`config.mk`:
```
export PLATFORM = sky130hd
export DESIGN_NAME = clock_set_ctrl
export DESIGN_NICKNAME = d
export VERILOG_FILES = /design/src/rtl/clock_ctrl_pkg.sv /design/src/rtl/btn_sampler.sv /design/src/rtl/clock_set_ctrl.sv
export SDC_FILE = /design/constraint.sdc
export NUM_CORES = 1
export LEC_CHECK = 0
export ABC_AREA = 1
export BUFFER_PORTS_ARGS = -buffer_cell sky130_fd_sc_hd__buf_2
export CAP_MARGIN = 20
export CORE_MARGIN = 1.5
export CORE_UTILIZATION = 60
export CTS_CLUSTER_DIAMETER = 30
export CTS_CLUSTER_SIZE = 30
export DETAILED_ROUTE_END_ITERATION = 7
export HOLD_SLACK_MARGIN = 0.03
export PLACE_DENSITY = 0.78
export SLEW_MARGIN = 20
export SYNTH_ARGS = -nofsm -noshare
export SYNTH_HDL_FRONTEND = slang
export SYNTH_SLANG_ARGS = --single-unit
export TNS_END_PERCENT = 1
```
`constraint.sdc`:
```
create_clock -name clk_in -period 2.7 [get_ports clk_in]
set_input_delay 0.54 -clock clk_in [delete_from_list [all_inputs] [get_ports clk_in]]
set_output_delay 0.54 -clock clk_in [all_outputs]
set_load 0.01 [all_outputs]
```
`src/rtl/clock_ctrl_pkg.sv`:
```
// clock_ctrl_pkg
// Shared definitions for the clock time-set controller: the controller state
// encoding, the field_sel codes seen by the hh:mm:ss datapath and display mux,
// and small helpers that map states to the mode-button sequence and to fields.
package clock_ctrl_pkg;

   typedef enum logic [1:0] {
      ST_RUN     = 2'd0,
      ST_SET_HR  = 2'd1,
      ST_SET_MIN = 2'd2,
      ST_SET_SEC = 2'd3
   } state_t;

   localparam logic [1:0] FLD_HR   = 2'b00;
   localparam logic [1:0] FLD_MIN  = 2'b01;
   localparam logic [1:0] FLD_SEC  = 2'b10;
   localparam logic [1:0] FLD_NONE = 2'b11;

   // Mode button walks RUN -> SET_HR -> SET_MIN -> SET_SEC -> RUN.
   function automatic state_t next_mode_state(input state_t s);
      state_t n;
      case (s)
         ST_RUN:     n = ST_SET_HR;
         ST_SET_HR:  n = ST_SET_MIN;
         ST_SET_MIN: n = ST_SET_SEC;
         default:    n = ST_RUN;
      endcase
      return n;
   endfunction

   function automatic logic [1:0] state_to_field(input state_t s);
      logic [1:0] f;
      case (s)
         ST_SET_HR:  f = FLD_HR;
         ST_SET_MIN: f = FLD_MIN;
         ST_SET_SEC: f = FLD_SEC;
         default:    f = FLD_NONE;
      endcase
      return f;
   endfunction

endpackage

```
`src/rtl/btn_sampler.sv`:
```
// btn_sampler
// Tick-gated two-flop sampler for one push-button with press detection and
// hold-to-repeat timing. All events are produced only in the clk_i cycle that
// follows a tick, so they line up with the controller's tick-delayed logic.
//
// Ports:
//   clk_i     system clock
//   rst_i     asynchronous active-high reset
//   tick_i    one-cycle slow tick enable
//   btn_i     raw button level
//   press_o   one-cycle press event (s1 & ~s2, cycle after tick)
//   repeat_o  one-cycle auto-repeat event while the button stays held
//   held_o    sampled button level (s1)
module btn_sampler
   import clock_ctrl_pkg::*;
#(
   parameter int REPEAT_DELAY = 50,
   parameter int REPEAT_RATE  = 10
) (
   input  logic clk_i,
   input  logic rst_i,
   input  logic tick_i,
   input  logic btn_i,
   output logic press_o,
   output logic repeat_o,
   output logic held_o
);

   localparam int HOLD_MAX = REPEAT_DELAY + REPEAT_RATE;
   localparam int HW       = $clog2(HOLD_MAX + 1);
   localparam logic [HW-1:0] DELAY_C = HW'(REPEAT_DELAY);
   localparam logic [HW-1:0] MAX_C   = HW'(HOLD_MAX);

   logic          s1_q, s2_q;
   logic          eval_q;
   logic [HW-1:0] hold_q, hold_d;
   logic [HW-1:0] hold_step;
   logic          rep_d;

   always_ff @(posedge clk_i or posedge rst_i) begin
      if (rst_i) begin
         s1_q   <= 1'b0;
         s2_q   <= 1'b0;
         eval_q <= 1'b0;
         hold_q <= '0;
      end else begin
         eval_q <= tick_i;
         if (tick_i) begin
            s1_q <= btn_i;
            s2_q <= s1_q;
         end
         hold_q <= hold_d;
      end
   end

   // hold_q never rests above HOLD_MAX-1, so the step cannot overflow.
   assign hold_step = hold_q + 1'b1;

   always_comb begin
      hold_d = hold_q;
      rep_d  = 1'b0;
      if (eval_q) begin
         if (!s1_q || !s2_q) begin
            // Released, or the press tick itself: count restarts at 0.
            hold_d = '0;
         end else if (hold_step == MAX_C) begin
            rep_d  = 1'b1;
            hold_d = DELAY_C;
         end else begin
            rep_d  = (hold_step == DELAY_C);
            hold_d = hold_step;
         end
      end
   end

   assign press_o  = eval_q & s1_q & ~s2_q;
   assign repeat_o = rep_d;
   assign held_o   = s1_q;

endmodule

```
`src/rtl/clock_set_ctrl.sv`:
```
// clock_set_ctrl
// Time-set controller for the digital clock. Three button samplers feed a
// RUN/SET_HR/SET_MIN/SET_SEC state machine that issues single-cycle adjust
// pulses to the hh:mm:ss counters, a field select and blink flag for the
// display mux, and a run enable that freezes time while setting.
//
// Ports:
//   clk_in      system clock
//   reset       asynchronous active-high reset
//   tick_in     one-cycle slow tick enable
//   btn_mode    mode button level
//   btn_up      up button level
//   btn_down    down button level
//   run_en      timekeeping counters may advance (RUN only)
//   field_sel   00 hr, 01 min, 10 sec, 11 none
//   inc_pulse   increment selected field
//   dec_pulse   decrement selected field
//   clr_pulse   clear seconds
//   blink       blank the selected display field when high
//
// state      | meaning
// -----------+----------------------------------------------
// ST_RUN     | clock running, up/down ignored
// ST_SET_HR  | hours selected, up/down inc/dec with repeat
// ST_SET_MIN | minutes selected, up/down inc/dec with repeat
// ST_SET_SEC | seconds selected, up/down clears seconds
module clock_set_ctrl
   import clock_ctrl_pkg::*;
#(
   parameter int REPEAT_DELAY = 50,
   parameter int REPEAT_RATE  = 10,
   parameter int IDLE_TIMEOUT = 1000,
   parameter int BLINK_TICKS  = 25
) (
   input  logic       clk_in,
   input  logic       reset,
   input  logic       tick_in,
   input  logic       btn_mode,
   input  logic       btn_up,
   input  logic       btn_down,
   output logic       run_en,
   output logic [1:0] field_sel,
   output logic       inc_pulse,
   output logic       dec_pulse,
   output logic       clr_pulse,
   output logic       blink
);

   localparam int IW = $clog2(IDLE_TIMEOUT + 1);
   localparam int BW = $clog2(BLINK_TICKS + 1);
   localparam logic [IW-1:0] IDLE_MAX  = IW'(IDLE_TIMEOUT);
   localparam logic [BW-1:0] BLINK_MAX = BW'(BLINK_TICKS);

   logic mode_press, mode_rep, mode_held;
   logic up_press, up_rep, up_held;
   logic dn_press, dn_rep, dn_held;
   logic unused_mode;

   btn_sampler #(.REPEAT_DELAY(REPEAT_DELAY), .REPEAT_RATE(REPEAT_RATE)) u_mode (
      .clk_i(clk_in), .rst_i(reset), .tick_i(tick_in), .btn_i(btn_mode),
      .press_o(mode_press), .repeat_o(mode_rep), .held_o(mode_held)
   );

   btn_sampler #(.REPEAT_DELAY(REPEAT_DELAY), .REPEAT_RATE(REPEAT_RATE)) u_up (
      .clk_i(clk_in), .rst_i(reset), .tick_i(tick_in), .btn_i(btn_up),
      .press_o(up_press), .repeat_o(up_rep), .held_o(up_held)
   );

   btn_sampler #(.REPEAT_DELAY(REPEAT_DELAY), .REPEAT_RATE(REPEAT_RATE)) u_down (
      .clk_i(clk_in), .rst_i(reset), .tick_i(tick_in), .btn_i(btn_down),
      .press_o(dn_press), .repeat_o(dn_rep), .held_o(dn_held)
   );

   // Mode never auto-repeats; holding it gives exactly one advance.
   assign unused_mode = mode_rep | mode_held;

   state_t        state_q, state_d;
   logic          tick_q;
   logic [IW-1:0] idle_q, idle_d, idle_step;
   logic [BW-1:0] bcnt_q, bcnt_d, bcnt_step;
   logic          blink_q, blink_d;
   logic          inc_q, inc_d;
   logic          dec_q, dec_d;
   logic          clr_q, clr_d;
   logic          run_en_q;
   logic [1:0]    fsel_q;

   logic both_held;
   logic up_ev, dn_ev;
   logic any_press;
   logic timeout;

   assign both_held = up_held & dn_held;
   assign up_ev     = up_press | (up_rep & ~both_held);
   assign dn_ev     = dn_press | (dn_rep & ~both_held);
   assign any_press = mode_press | up_press | dn_press;
   assign idle_step = idle_q + 1'b1;
   assign bcnt_step = bcnt_q + 1'b1;
   assign timeout   = tick_q && (state_q != ST_RUN) && !any_press
                      && (idle_step == IDLE_MAX);

   always_ff @(posedge clk_in or posedge reset) begin
      if (reset) begin
         state_q  <= ST_RUN;
         tick_q   <= 1'b0;
         idle_q   <= '0;
         bcnt_q   <= '0;
         blink_q  <= 1'b0;
         inc_q    <= 1'b0;
         dec_q    <= 1'b0;
         clr_q    <= 1'b0;
         run_en_q <= 1'b1;
         fsel_q   <= FLD_NONE;
      end else begin
         state_q  <= state_d;
         tick_q   <= tick_in;
         idle_q   <= idle_d;
         bcnt_q   <= bcnt_d;
         blink_q  <= blink_d;
         inc_q    <= inc_d;
         dec_q    <= dec_d;
         clr_q    <= clr_d;
         run_en_q <= (state_d == ST_RUN);
         fsel_q   <= state_to_field(state_d);
      end
   end

   always_comb begin
      state_d = state_q;
      inc_d   = 1'b0;
      dec_d   = 1'b0;
      clr_d   = 1'b0;
      idle_d  = idle_q;

      if (tick_q) begin
         if (any_press)
            idle_d = '0;
         else if (state_q != ST_RUN)
            idle_d = idle_step;
      end

      if (mode_press) begin
         // Mode wins over any up/down event in the same tick.
         state_d = next_mode_state(state_q);
      end else if (timeout) begin
         state_d = ST_RUN;
         idle_d  = '0;
      end else begin
         case (state_q)
            ST_SET_HR, ST_SET_MIN: begin
               if (up_ev && !dn_ev)
                  inc_d = 1'b1;
               else if (dn_ev && !up_ev)
                  dec_d = 1'b1;
            end
            ST_SET_SEC: begin
               clr_d = up_press | dn_press;
            end
            default: ;
         endcase
      end
   end

   // Blink restarts in the visible phase on every entry into a SET state.
   always_comb begin
      blink_d = blink_q;
      bcnt_d  = bcnt_q;
      if (state_d == ST_RUN) begin
         blink_d = 1'b0;
         bcnt_d  = '0;
      end else if (state_d != state_q) begin
         blink_d = 1'b1;
         bcnt_d  = '0;
      end else if (tick_q) begin
         if (bcnt_step == BLINK_MAX) begin
            blink_d = ~blink_q;
            bcnt_d  = '0;
         end else begin
            bcnt_d = bcnt_step;
         end
      end
   end

   assign run_en    = run_en_q;
   assign field_sel = fsel_q;
   assign inc_pulse = inc_q;
   assign dec_pulse = dec_q;
   assign clr_pulse = clr_q;
   assign blink     = blink_q;

endmodule

```
Yosys cells after proc, flatten, opt, wreduce, memory -nomap -nowiden
Index checks and enable logic that the tools add are counted.

operators by class
  $add $sub $neg = 4
  eq/ne operators = 13
  mux-type cells = 39
  bitwise logic cells = 19
  reduce and logical (&&, ||, !) cells = 21

operators with widths
  kind                                                              number
  10-bit 2-to-1 mux                                                 5
  6-bit == test (second input constant)                             4
  6-bit 2-to-1 mux                                                  4
  1-bit 2-to-1 mux                                                  22
  5-bit 2-to-1 mux                                                  4
  6-bit by 1-bit adder with 6-bit output (second input constant)    2
  2-bit case mux with 3 select lines                                2
  10-bit by 1-bit adder with 10-bit output (second input constant)  1
  10-bit == test (second input constant)                            1
  1-bit AND                                                         9
  2-bit == test (second input constant)                             4
  1-bit zero test                                                   7
  3-bit nonzero test                                                2
  5-bit by 1-bit adder with 5-bit output (second input constant)    1
  5-bit == test (second input constant)                             1
  1-bit logical AND                                                 5
  1-bit NOT                                                         5
  1-bit bitwise OR                                                  5
  2-bit by 1-bit == test with 1-bit output (second input constant)  2
  2-bit zero test                                                   2
  2-bit 2-to-1 mux                                                  2
  1-bit logical OR                                                  2
  2-bit != test                                                     1
  2-bit AND reduction                                               1
  2 further kinds                                                   2

word-level totals
  bits in registers = 43

Logic depth before layout (Yosys ltp)
Gate-level depths: netlist of the first run.

  word-level depth = 14
  mapped depth = 18

Hierarchy
A second synthesis of the first run with hierarchy kept.

second synthesis, totals
  cell total of the unflattened synthesis = 403
  area total of the unflattened synthesis = 3158.0 um2

by module, submodules not included
  module          instances  cells an instance  area each (um2)  seq. area each (um2)
  btn_sampler     3          66                 531.8            225.2
  clock_set_ctrl  1          205                1562.7           629.4

Least setup slack after synthesis of the first run
No wires, ideal clock.

  path kind = flip-flop to flip-flop
  start point = reg state_q[0]
  end point = reg bcnt_q[0]
  library setup time = 0.118 ns
  data arrival time = 1.950 ns
  data required time = 2.582 ns
  setup slack = 0.632 ns
  stages on the path, launching flop included = 18
  cells stage by stage = dfrtp_1 -> inv_1 -> ha_1 -> nor2_1 -> nand3_1 -> nor2_1 -> nand2_2 -> nor2_4 -> nand2_4 -> nand2_2 -> nand2_1 -> inv_1 -> ha_1 -> inv_1 -> nand2_4 -> nor2_4 -> nand2_1 -> nand2_1

on the way
  word-level cells in the longest chain between the ends = 9

RTL lines
  element                         line                   text
  start: declaration              clock_set_ctrl.sv:77   state_t state_q, state_d;
  start signal: assignment        clock_set_ctrl.sv:115  state_q <= state_d;
  2-bit nonzero test              clock_set_ctrl.sv:99   assign timeout = tick_q && (state_q != ST_RUN) && !any_press
  1-bit logical AND (2 in a row)  clock_set_ctrl.sv:99
  1-bit logical AND               clock_set_ctrl.sv:100  && (idle_step == IDLE_MAX);
  2-bit 2-to-1 mux                clock_set_ctrl.sv:145  end else if (timeout) begin
  2-bit 2-to-1 mux (*)            clock_set_ctrl.sv:142  if (mode_press) begin
  named net state_d[1]            clock_set_ctrl.sv:77
  2-bit != test                   clock_set_ctrl.sv:171  end else if (state_d != state_q) begin
  5-bit 2-to-1 mux                clock_set_ctrl.sv:171
  5-bit 2-to-1 mux                clock_set_ctrl.sv:168  if (state_d == ST_RUN) begin
  end signal: assignment          clock_set_ctrl.sv:118  bcnt_q <= bcnt_d;
  end: declaration                clock_set_ctrl.sv:80   logic [BW-1:0] bcnt_q, bcnt_d, bcnt_step;

Mark *: on every way through the listed nets, which the timed path passes. The rest lies on a longest branch.
A chain may end at the register's enable or synchronous reset.

Final worst setup path of the first run
  start point = reg state_q[1]
  end point = reg bcnt_q[3]

The elaborated chain is that of the path after synthesis.

==> results.py, run 1 <==
metrics = {
    "place": {
        "dp_cells": 372,
        "place_congestion": 0.821,
        "port_buffers": 12,
        "pre_cts_ws_ps": 314,
        "dp_hpwl_mm": 3.60,
        "dpl-instance-area_mm2": 0.00269,
    },
    "finish": {
        "regArea_mm2": 0.00108,
        "nNetsFinal": 347,
        "multi_input_area_mm2": 0.00127,
        "antennaDiodeCount": 0,
        "fin_util": 0.684,
        "final_area_mm2": 0.00278,
        "fin_cells": 380,
        "drive_gt1_frac": 0.176,
        "fillCellCount": 344,
        "syn2layout_area_growth_pct": 8.41,
    },
    "setup_path": {
        "reg2regPathDepth": 17,
        "arrival_ps": 2590,
        "critPathKind": "flip-flop to flip-flop",
        "startpoint_type": "flip-flop",
        "cp-endpoint": "bcnt_q[3]",
        "crit_path_end_kind": "flip-flop",
        "required_ps": 2880,
        "r2r_end": "bcnt_q[3]",
        "r2r_slack_ps": 290,
        "crit_start": "state_q[1]",
        "reg2reg_from": "state_q[1]",
        "path_max_fanout": 7,
    },
    "job": {
        "cap_violations": 0,
    },
    "clocking": {
        "ctsHtreeMaxLevel": 2,
        "cts.clk_slew.worst_paths_ps": 80,
        "cts_sinks": 43,
        "cts_tree": "yes",
        "cts_root_buf": "clkbuf_8",
        "cts_resized": 0,
        "cts_setup_buffers": 0,
        "insertion_delay_ps": 290,
        "numCtsBuffers": 5,
        "clockBufferDepth": 2,
        "ctsHoldBuffers": 0,
    },
    "drt": {
        "viasPerCell": 5.35,
        "first_pass_iters": 5,
        "drt_wl_total_mm": 4.85,
        "drtIter0Drc": 119,
        "drc": 0,
        "vias": 2034,
        "ant_nets": 0,
        "wire_per_inst_um": 12.8,
    },
    "floorplanning": {
        "rows": 23,
        "pin_count": 13,
        "start_util": 0.631,
        "die_h_um": 68.3,
        "die_w_um": 68.3,
        "core_area_mm2": 0.00406,
        "dieArea_mm2": 0.00467,
    },
    "timing": {
        "hold_violations": 0,
        "holdWs_ps": 369,
        "worst_pin_slew_ps": 595,
        "fin_ws_ps": 290,
        "relSlewSlack": 0.599,
        "fin_worst_skew_ps": 4.03,
        "drv_slew": 0,
        "setup_viol": 0,
        "period_minus_slack_ps": 2410,
        "setup_tns_ps": 0,
        "fin_crit_sh": 0.892,
        "rsz0062_at_grt": "no",
        "max_freq_mhz": 415,
    },
    "global_routing": {
        "grt_max_degree": 44,
        "grt_pass1_wl_mm": 8.14,
        "grt-ovfl-total": 0,
        "track_usage": 0.232,
        "antenna_found_initial": 0,
        "grt_pass1_vias": 1911,
    },
    "power_and_ir_drop": {
        "leakagePower_nw": 1.35,
        "vdd_drop_max_mv": 0.516,
        "p_per_area_mw_per_mm2": 731,
        "power_mw": 2.03,
    },
    "synth": {
        "syn-num-nets": 328,
        "syn_area_mm2": 0.00256,
        "synthDistinctLibCells": 37,
        "async_flop_share": 1.00,
        "netlist_instances": 310,
        "synth_seq_area_share": 0.422,
        "syn_area_per_cell_um2": 8.26,
        "ys.flop_type": "dfrtp_1",
        "synth_edf_count": 0,
        "synth_warnings": 0,
        "ys_seq_elements": 43,
    },
    "run_status": {
        "status": "finished, final reports clean",
    },
    "hold_path": {
        "hp-class": "input pin to async pin",
    },
}
[final cells by class]
| cell class | count | share of cell area |
|---|---|---|
| well taps | 50 | 0.0225 |
| clock buffers | 7 | 0.0275 |
| clock inverters | 1 | 0.00180 |
| inverters | 48 | 0.0649 |
| multi-input cells | 214 | 0.459 |
| repair buffers | 17 | 0.0352 |
| flip-flops and latches | 43 | 0.389 |
[placed cells by master (no fill, tap or decap), drive strengths merged, types with 3 or more instances in the layout]
master,n
a21oi,10
buf,17
clkbuf,7
dfrtp,40
dfstp,3
ha,12
inv,47
nand2,84
nand3,21
nand4,5
nor2,29
nor3,5
o21ai,16
o31ai,3
xor2,10
[metal layers]
| metal | part of all wire | vias to the layer above | wire length (µm) | track usage |
|---|---|---|---|---|
| met2 | 0.49 | 38 | 2380 | 0.417 |
| met3 | 0.037 | 6 | 177 | 0.0428 |
| met1 | 0.46 | 956 | 2240 | 0.280 |
| met5 | 0 | - | 0 | 0 |
| li1 | - | 1034 | - | - |
| met4 | 0.012 | 0 | 57 | 0.0725 |
[cells in the mapped netlist (2+ instances only)]
master / n / area, µm²
nor3_1: 4 / 20.0
nand3_2: 6 / 60.1
nand3b_1: 2 / 15.0
dfstp_2: 3 / 78.8
nor2_4: 5 / 56.3
nor2_1: 21 / 78.8
nor2_2: 3 / 18.8
o32ai_1: 2 / 17.5
a32o_1: 2 / 20.0
ha_1: 12 / 150
nand4_1: 4 / 25.0
a21oi_1: 10 / 50.1
dfrtp_1: 40 / 1000
inv_2: 2 / 7.51
nor3b_1: 2 / 15.0
clkbuf_1: 4 / 15.0
xor2_1: 10 / 87.6
o31ai_1: 3 / 22.5
o211ai_1: 2 / 15.0
nand3_1: 15 / 75.1
o21ai_0: 16 / 80.1
nand2_4: 3 / 33.8
nand2_1: 72 / 270
nand2_2: 9 / 56.3
inv_1: 46 / 173
[sequential cells by signal (all words and copies together) (netlist names)]
register / count
u_up.hold_q: 6
u_up.s2_q: 1
dec_pulse: 1
idle_q: 10
inc_pulse: 1
u_up.eval_q: 1
bcnt_q: 5
u_mode.s2_q: 1
blink: 1
field_sel: 2
u_mode.held_o: 1
u_down.s2_q: 1
u_down.hold_q: 6
clr_pulse: 1
u_down.held_o: 1
run_en: 1
u_up.held_o: 1
state_q: 2
[how the worst min path moves through the flow]
| stage | start | to | slack (ps) | depth (start not counted) |
|---|---|---|---|---|
| global route | reset | u_down.hold_q[3] | 430 | 3 |
| finish | reset | inc_pulse | 370 | 3 |
| global placement | u_down.held_o | u_down.s2_q | 520 | 2 |
| floorplan | u_mode.held_o | u_mode.s2_q | 490 | 2 |
| detailed placement | u_down.s2_q | u_down.s2_q | 530 | 2 |
| CTS | reset | idle_q[4] | 390 | 3 |
[logic make-up (layout without fill, tap and decap cells)]
logic type      after synthesis  after routing  synth area share
simple gates                148            148             0.292
fa+ha+maj                    12             12            0.0586
flops                        43             43             0.422
compound gates               42             42             0.105
xor+xnor                     11             11            0.0376
mux                           1              1           0.00440
buf+inv                      53             73            0.0806
[power breakdown]
part / switching [mW] / internal, mW
registers: 0.122 / 0.780
logic: 0.468 / 0.268
clock network: 0.208 / 0.182
total: 0.798 / 1.23
[worst max-delay path, stage by stage (launching register included)]
cell and delay [ps]:
dfrtp_1 440, inv_1 100, ha_1 280, nor2_1 180, nand3_1 100, nor2_1 130, nand2_2 100, nor2_4 140
nand2_4 80, nand2_2 70, nand2_1 60, inv_1 60, ha_1 200, inv_1 110, nand2_4 110, nor2_4 40
nand2_1 50, nand2_1 50
No activity file was read; power rests on OpenSTA's default activity.
==> run 2: changes to the inputs <==
--- a/config.mk
+++ b/config.mk
@@ -8,13 +8,15 @@
 export ABC_AREA = 1
 export BUFFER_PORTS_ARGS = -buffer_cell sky130_fd_sc_hd__buf_2
 export CAP_MARGIN = 20
+export CELL_PAD_IN_SITES_DETAIL_PLACEMENT = 1
+export CELL_PAD_IN_SITES_GLOBAL_PLACEMENT = 1
 export CORE_MARGIN = 1.5
-export CORE_UTILIZATION = 60
+export CORE_UTILIZATION = 46
 export CTS_CLUSTER_DIAMETER = 30
 export CTS_CLUSTER_SIZE = 30
 export DETAILED_ROUTE_END_ITERATION = 7
-export HOLD_SLACK_MARGIN = 0.03
-export PLACE_DENSITY = 0.78
+export HOLD_SLACK_MARGIN = 0.1
+export PLACE_DENSITY_LB_ADDON = 0.1
 export SLEW_MARGIN = 20
 export SYNTH_ARGS = -nofsm -noshare
 export SYNTH_HDL_FRONTEND = slang
==> run 2 against run 1 <==
Wire length increased by 18%; register-to-register slack worse by 40 ps; clock-buffer cell count fell by 1; via count rose by 1.5%; clock skew grew 6.5 ps; sequential power rose by 0.6%; fmax is 1.7% lower; hold slack got worse by 190 ps.
==> results.py, run 2 (synthesized netlist as in run 1, its figures left out) <==
metrics = {
    "run_status": {
        "status": "finished, final reports clean",
    },
    "power_and_ir_drop": {
        "leakagePower_nw": 1.36,
        "vdd_drop_max_mv": 0.296,
        "power_mw": 2.09,
        "p_per_area_mw_per_mm2": 743,
    },
    "timing": {
        "holdWs_ps": 177,
        "fin_worst_skew_ps": 10.5,
        "setup_tns_ps": 0,
        "drv_slew": 0,
        "worst_pin_slew_ps": 664,
        "setup_viol": 0,
        "hold_violations": 0,
        "rsz0062_at_grt": "no",
        "period_minus_slack_ps": 2450,
        "fin_crit_sh": 0.908,
        "max_freq_mhz": 408,
        "relSlewSlack": 0.552,
    },
    "finish": {
        "layout_common_cells": "nand2_1 (72), inv_1 (45), dfrtp_1 (40), nor2_1 (20), o21ai_0 (16)",
        "final_area_mm2": 0.00281,
        "largest_reg_flops": 10,
        "layout_commonest_cell": "nand2_1",
        "drive_gt1_frac": 0.184,
        "syn2layout_area_growth_pct": 9.92,
        "nNetsFinal": 348,
        "top_register": "idle_q",
        "antennaDiodeCount": 0,
        "largestRegisters": "idle_q x10, u_down.hold_q x6, u_up.hold_q x6",
    },
    "place": {
        "dpl-instance-area_mm2": 0.00273,
        "port_buffers": 12,
        "place_congestion": 0.845,
        "dp_hpwl_mm": 4.46,
    },
    "floorplanning": {
        "pin_count": 13,
        "rows": 26,
        "die_w_um": 77.6,
        "start_util": 0.489,
        "die_h_um": 77.6,
        "dieArea_mm2": 0.00602,
        "core_area_mm2": 0.00524,
    },
    "clocking": {
        "ctsHtreeMaxLevel": 2,
        "cts_tree": "yes",
        "insertion_delay_ps": 300,
        "cts_root_buf": "clkbuf_8",
        "numCtsBuffers": 5,
        "cts.clk_slew.worst_paths_ps": 90,
        "cts_setup_buffers": 0,
        "ctsHoldBuffers": 0,
        "clockBufferDepth": 2,
        "cts_resized": 0,
        "cts_sinks": 43,
    },
    "drt": {
        "viasPerCell": 5.15,
        "drc": 0,
        "vias": 2064,
        "drt_wl_total_mm": 5.70,
        "wire_per_inst_um": 14.2,
        "ant_nets": 0,
        "first_pass_iters": 4,
        "drtIter0Drc": 67,
    },
    "setup_path": {
        "cpPeakStageDelay_ps": 400,
        "startpoint_type": "flip-flop",
        "required_ps": 2900,
        "arrival_ps": 2650,
        "cp_slowest_cell": "dfrtp_1",
        "path_max_fanout": 7,
        "crit_path_end_kind": "flip-flop",
        "r2r_slack_ps": 250,
        "crit_chain": "inv_1, ha_1, nor2_2, nand3_1, nor2_1, nand2_2, nor2_4, nand2_4, nand2_2, nand2_1, inv_1, ha_1, inv_1, nand2_4, nor2_4, nand2_1, nand2_1",
        "critPathKind": "flip-flop to flip-flop",
    },
    "hold_path": {
        "hp-class": "input pin to async pin",
    },
    "global_routing": {
        "antenna_found_initial": 0,
        "track_usage": 0.211,
        "grt_pass1_wl_mm": 9.99,
        "grt_pass1_vias": 2156,
        "grt-ovfl-total": 0,
        "grt_max_degree": 19,
    },
    "job": {
        "cap_violations": 0,
    },
}
[run 2: cell types whose count changed in the layout (fill, tap and decap cells not counted), sizes merged]
cell	before	now
clkinvlp	0	1
clkbuf	7	6
buf	17	18
[run 2: area by class of cell]
cell class                 count  area (µm²)
timing repair buffer          18         105
fill                         656        2420
tap                           70        87.6
inverter                      48         180
sequential                    43        1080
clock buffer                   6        72.6
multi-input combinational    214        1280
clock inverter                 2        12.5
[run 2: worst paths after layout]
| path | from | to | depth (start not counted) |
|---|---|---|---|
| setup / recovery | state_q[0] | bcnt_q[0] | 17 |
| hold / removal | reset | u_up.held_o | 2 |
| setup reg to reg | state_q[0] | bcnt_q[0] | 17 |
| hold reg to reg | u_down.hold_q[5] | u_down.hold_q[5] | 2 |
| max in group asynchronous | reset | run_en | 3 |
| min in group clk_in | btn_up | u_up.held_o | 3 |
[run 2: power breakdown]
group | internal, mW | switching, mW
clock | 0.181 | 0.233
combinational | 0.273 | 0.498
sequential | 0.780 | 0.127
[run 2: critical path: cells and delay by family, from the launching register on]
| kind | cells | cell delay, ps |
|---|---|---|
| simple gates | 12 | 1150 |
| fa+ha+maj | 2 | 520 |
| flops | 1 | 400 |
| buf+inv | 3 | 280 |
[run 2: layer usage]
layer	global-route usage	up-vias	routed length [µm]
li1	-	1039	-
met1	0.278	1001	2760
met2	0.343	18	2740
met3	0.0376	6	123
met4	0.0818	0	75
met5	0	-	0
[run 2: metrics by stage]
step           cells  setup WS (ps)  utilization
3_5_place_dp     393            257        0.521
6_report         401            249        0.537
4_1_cts          401            206        0.537
5_1_grt          401           22.2        0.537
2_1_floorplan    310            632            -
3_3_place_gp     393            368        0.521
